<file path="src/rtl/conway_serial_host.sv">
// rtl/conway_serial_host.sv - host driver that loads, steps and reads back the 8x8 serial Conway chip (optional: CONWAY_HOST_ALIVE_COUNT_EN)
module conway_serial_host #(
    parameter int DATA_SIZE = 64,
    parameter int GEN_WIDTH = 16
) (
    input  logic                 CLK,
    input  logic                 RESET,
    input  logic                 START,
    input  logic [DATA_SIZE-1:0] BOARD_IN,
    input  logic [GEN_WIDTH-1:0] GENERATIONS,
    output logic                 BUSY,
    output logic                 DONE,
    output logic [DATA_SIZE-1:0] BOARD_OUT,
`ifdef CONWAY_HOST_ALIVE_COUNT_EN
    output logic [$clog2(DATA_SIZE+1)-1:0] ALIVE_COUNT,
`endif
    output logic                 CHIP_DATA_IN,
    output logic [1:0]           CHIP_MODE,
    input  logic                 CHIP_DATA_OUT
);

    localparam int CNT_W = $clog2(DATA_SIZE + 1);
    localparam logic [CNT_W-1:0] LAST_BIT = CNT_W'(DATA_SIZE - 1);

    localparam logic [1:0] MODE_LOAD = 2'b00;
    localparam logic [1:0] MODE_RUN  = 2'b01;
    localparam logic [1:0] MODE_READ = 2'b10;
    localparam logic [1:0] MODE_HOLD = 2'b11;

    typedef enum logic [2:0] {
        IDLE,
        LOAD,
        RUN,
        READ,
        FINISH
    } state_t;

    state_t               state;
    state_t               state_next;
    logic [DATA_SIZE-1:0] tx;
    logic [DATA_SIZE-1:0] tx_next;
    logic [DATA_SIZE-1:0] rx;
    logic [DATA_SIZE-1:0] rx_next;
    logic [DATA_SIZE-1:0] rx_shift;
    logic [DATA_SIZE-1:0] board_next;
    logic [GEN_WIDTH-1:0] run_cnt;
    logic [GEN_WIDTH-1:0] run_next;
    logic [CNT_W-1:0]     bit_cnt;
    logic [CNT_W-1:0]     bit_next;
    logic [1:0]           mode_next;
    logic                 data_in_next;
    logic                 capture;

    // Next-state, shift registers and counters; outputs are decoded from the next state so they land registered
    always_comb begin
        state_next = state;
        tx_next    = tx;
        rx_next    = rx;
        run_next   = run_cnt;
        bit_next   = bit_cnt;
        board_next = BOARD_OUT;
        capture    = 1'b0;
        rx_shift   = {rx[DATA_SIZE-2:0], CHIP_DATA_OUT};

        case (state)
            IDLE: begin
                if (START) begin
                    state_next = LOAD;
                    tx_next    = BOARD_IN;
                    run_next   = GENERATIONS;
                    bit_next   = '0;
                end
            end
            LOAD: begin
                tx_next = tx << 1;
                if (bit_cnt == LAST_BIT) begin
                    bit_next   = '0;
                    state_next = (run_cnt != '0) ? RUN : READ;
                end else begin
                    bit_next = bit_cnt + CNT_W'(1);
                end
            end
            RUN: begin
                // Exit on 1 so the full GEN_WIDTH range is usable without wrap
                if (run_cnt <= GEN_WIDTH'(1)) begin
                    run_next   = '0;
                    state_next = READ;
                end else begin
                    run_next = run_cnt - GEN_WIDTH'(1);
                end
            end
            READ: begin
                rx_next = rx_shift;
                if (bit_cnt == LAST_BIT) begin
                    bit_next   = '0;
                    state_next = FINISH;
                    board_next = rx_shift;
                    capture    = 1'b1;
                end else begin
                    bit_next = bit_cnt + CNT_W'(1);
                end
            end
            FINISH: begin
                state_next = IDLE;
            end
            default: begin
                state_next = IDLE;
            end
        endcase

        case (state_next)
            LOAD:    mode_next = MODE_LOAD;
            RUN:     mode_next = MODE_RUN;
            READ:    mode_next = MODE_READ;
            default: mode_next = MODE_HOLD;
        endcase

        data_in_next = (state_next == LOAD) ? tx_next[DATA_SIZE-1] : 1'b0;
    end

    // State register and registered chip/requester outputs
    always_ff @(posedge CLK) begin
        if (RESET) begin
            state        <= IDLE;
            tx           <= '0;
            rx           <= '0;
            run_cnt      <= '0;
            bit_cnt      <= '0;
            BOARD_OUT    <= '0;
            BUSY         <= 1'b0;
            DONE         <= 1'b0;
            CHIP_MODE    <= MODE_HOLD;
            CHIP_DATA_IN <= 1'b0;
        end else begin
            state        <= state_next;
            tx           <= tx_next;
            rx           <= rx_next;
            run_cnt      <= run_next;
            bit_cnt      <= bit_next;
            BOARD_OUT    <= board_next;
            BUSY         <= (state_next != IDLE);
            DONE         <= (state_next == FINISH);
            CHIP_MODE    <= mode_next;
            CHIP_DATA_IN <= data_in_next;
        end
    end

`ifdef CONWAY_HOST_ALIVE_COUNT_EN
    logic [CNT_W-1:0] alive_calc;

    // Population count of the board as it completes on the last read edge
    always_comb begin
        alive_calc = '0;
        for (int i = 0; i < DATA_SIZE; i++) begin
            alive_calc = alive_calc + CNT_W'(rx_shift[i]);
        end
    end

    // Alive count is captured together with BOARD_OUT
    always_ff @(posedge CLK) begin
        if (RESET) begin
            ALIVE_COUNT <= '0;
        end else if (capture) begin
            ALIVE_COUNT <= alive_calc;
        end
    end
`endif

endmodule

</file>
<file path="config.mk">
export PLATFORM = sky130hd
export DESIGN_NAME = conway_serial_host
export DESIGN_NICKNAME = d
export VERILOG_FILES = /design/src/rtl/conway_serial_host.sv
export SDC_FILE = /design/constraint.sdc
export NUM_CORES = 1
export LEC_CHECK = 0
export CAP_MARGIN = 20
export CORE_MARGIN = 8
export CORE_UTILIZATION = 55
export DETAILED_ROUTE_END_ITERATION = 7
export HOLD_SLACK_MARGIN = 0.1
export PLACE_DENSITY = 0.89
export SETUP_SLACK_MARGIN = 0.05
export SLEW_MARGIN = 20
export SYNTH_ARGS = -nofsm -noshare
export SYNTH_HDL_FRONTEND = slang
export SYNTH_SLANG_ARGS = --single-unit
</file>
<file path="constraint.sdc">
create_clock -name CLK -period 5.8 [get_ports CLK]
set_input_delay 1.74 -clock CLK [delete_from_list [all_inputs] [get_ports CLK]]
set_output_delay 1.74 -clock CLK [all_outputs]
set_load 0.02 [all_outputs]
</file>
==> flow_metrics.py <==
metrics = {
    "die": {
        "dieHeight_um": 141.2,
        "fp.dieW_um": 141.2,
        "fp.dieArea_sq_um": 19930,
        "num_rows": 45,
        "io_pins": 153,
        "core_sq_um": 15260,
        "start_util_pct": 56.47,
    },
    "cts": {
        "root_buffer": "clkbuf_16",
        "cts_max_path_buffers": 3,
        "post_cts_buffers": 0,
        "numCtsBuffers": 22,
        "hold_buffers": 0,
        "insertion_delay_ns": 0.50,
        "htreeDepth": 1,
        "cts_sinks": 222,
        "clk_pin_slew_ns": 0.06,
        "post_cts_resized": 0,
        "cts_tree": "yes",
    },
    "worst_setup_path": {
        "crit_chain": "clkdlybuf4s50_1, nor4b_4, buf_4, a22oi_1, a21oi_1",
        "cp_slowest_stage_delay_ns": 0.91,
        "cp_max_fo": 34,
        "crit_type": "input pin to flip-flop",
        "crit_buf_inv": 2,
        "crit_required_ns": 6.21,
        "crit_path_end_kind": "flip-flop",
        "cp_top_family": "buffers and inverters",
        "crit_slowest_cell": "nor4b_4",
        "crit_arrival_ns": 4.13,
        "critPathLaunchType": "input pin",
    },
    "synthesis": {
        "synth-seq-cells": 222,
        "seq_area_frac_synth_pct": 51.58,
        "synth_edf_count": 0,
        "avgSynthCellArea_sq_um": 8.183,
        "synth_cell_type_count": 68,
        "synthCells": 1053,
        "syn_area_sq_um": 8617,
        "synth_ff_type": "dfxtp_1",
        "synth_top_area_cell": "dfxtp_1",
        "synth_area_leaders": "dfxtp_1 (52%), nand2_1 (15%), a21oi_1 (12%)",
        "synth_top_area_share_pct": 51.58,
        "synthArstFlopShare_pct": 0,
        "syn-num-nets": 1141,
        "ys_warn_count": 0,
    },
    "place": {
        "io_buffers": 152,
        "dp_hpwl_um": 13640,
        "gp_congestion": 0.8790,
    },
    "grt": {
        "grt_pass1_wl_um": 36000,
        "grt_pass1_vias": 7216,
        "antenna_found_initial": 1,
        "track_usage_pct": 21.22,
        "grt_max_degree": 91,
        "overflow": 0,
    },
    "routing": {
        "avgRoutedWirePerCell_um": 15.68,
        "viasPerCell": 5.598,
        "drt_pre_antenna_iters": 5,
        "antenna_left": 0,
        "totalWireLength_um": 21810,
        "drc": 0,
        "dr_total_vias": 7787,
        "drt-initial-drc-count": 690,
    },
    "timing": {
        "tightest_slew_ns": 1.088,
        "worst_hold_slack_ns": 0.4497,
        "period_share_pct": 64.19,
        "finalHoldViolCount": 0,
        "drv_slew": 0,
        "rsz0062_at_grt": "false",
        "fin_tns_setup_ns": 0,
        "slew_headroom_pct": 26.77,
        "setup_viol": 0,
        "fmax_mhz": 268.6,
        "period_minus_slack_ns": 3.723,
        "clock_skew_ns": 0.009255,
    },
    "finish": {
        "fin_util_pct": 71.89,
        "final_nets": 1251,
        "layout-area-overhead-vs-synth_pct": 27.30,
        "drive_gt1_share_pct": 6.022,
        "most-common-layout-cells": "nand2_1 (335), dfxtp_1 (222), a21oi_1 (201)",
        "fillers": 1142,
        "final_common_cell": "nand2_1",
    },
    "power": {
        "clockPowerShare_pct": 43.8,
        "power.net_switching_mw": 0.7879,
        "swShare_pct": 23.11,
        "seqPwrFrac_pct": 47.2,
        "power.density_nw_per_um2": 310.9,
        "combinationalPowerShare_pct": 8.9,
        "ir_worst_vdd_uv": 267.6,
        "p_int_mw": 2.622,
        "power_leakage_nw": 3.670,
    },
    "job": {
        "cap_viol_max_count": 0,
    },
    "hold_path": {
        "hold_path_class": "flip-flop to flip-flop",
    },
    "run_status": {
        "status": "complete, no violations",
    },
}
[path summary, 6_finish.rpt]
path / start / endpoint / cells past startpoint / slack [ns]
worst min register to register: bit_cnt[6] / bit_cnt[6] / 2 / 0.45
worst max-delay path: START / tx[32] / 5 / 2.08
worst max register to register: state[1] / BOARD_OUT[60] / 5 / 3.31
worst min-delay path: bit_cnt[6] / bit_cnt[6] / 2 / 0.45
[metrics by stage]
step	setup WS, ns	cells	cell area [sq um]	total power [mW]
6_report	2.077	1391	10970	3.410
5_1_grt	1.942	1391	10970	3.532
4_1_cts	2.093	1390	10970	3.439
3_5_place_dp	1.633	1350	10190	1.943
3_3_place_gp	1.709	1349	10180	1.936
2_1_floorplan	2.882	1053	8617	1.832
[state kept, by name (all words and copies together), names as in the netlist]
name,count
BOARD_OUT,64
tx,64
rx,63
run_cnt,16
bit_cnt,7
state,3
CHIP_MODE,2
BUSY,1
CHIP_DATA_IN,1
DONE,1
[routing by layer]
metal | GRT usage [%] | part of all wire (%)
met5 | 0 | 0
met4 | 6.448 | 2.2
met3 | 5.300 | 7.3
met2 | 33.62 | 46
met1 | 27.94 | 44
[cell usage after synthesis, types with 2 or more instances]
master	n
clkbuf_1	52
nand3b_1	4
nand2_1	335
mux2_2	4
o211ai_1	5
nand4_1	2
o21ai_0	12
buf_1	3
nand2b_1	2
nand3_1	7
nor4_1	3
or4_1	4
a311oi_1	2
inv_1	9
a21o_1	2
nor4_4	2
ha_1	4
nor2_1	26
nor3_1	3
nor3b_1	3
a21oi_1	201
mux2i_1	4
a22oi_1	66
a211oi_1	2
o31a_1	3
buf_2	21
o21a_1	2
a31oi_1	5
o22ai_1	2
dfxtp_1	222
nor2b_1	3
nand4b_1	2
[tightest hold or removal path: stages (launching register included)]
cell and delay, ns:
dfxtp_1 0.31, nand3_1 0.06, a31oi_1 0.04
[kinds of logic after synthesis]
logic type | count (synthesis) | synth area share [%]
AOI/OAI and AO/OA | 318 | 21.85
xor gates and xnor gates | 1 | 0.1017
adders and majority gates | 4 | 0.5808
buffers and inverters | 86 | 4.095
DFF | 222 | 51.58
muxes | 8 | 0.9873
and+or+nand+nor | 414 | 20.81
[power by group through the flow]
stage | clock network [mW] | registers [mW] | logic, mW
finish | 1.49 | 1.61 | 0.305
global route | 1.58 | 1.62 | 0.332
CTS | 1.53 | 1.61 | 0.302
detailed placement | 0 | 1.64 | 0.300
global placement | 0 | 1.64 | 0.295
floorplan | 0 | 1.63 | 0.197
[area by class of cell]
| type | instances | area, sq um | share of cell area, % |
|---|---|---|---|
| Clock buffer | 31 | 644.4 | 5.874 |
| Clock inverter | 9 | 133.9 | 1.220 |
| Tap cell | 211 | 264.0 | 2.407 |
| Sequential cell | 222 | 4444 | 40.52 |
| Inverter | 9 | 33.78 | 0.3080 |
| Multi-Input combinational cell | 745 | 3837 | 34.98 |
| Antenna cell | 1 | 2.502 | 0.02281 |
| Timing Repair Buffer | 163 | 1609 | 14.67 |
No activity file was read; power rests on OpenSTA's default activity.
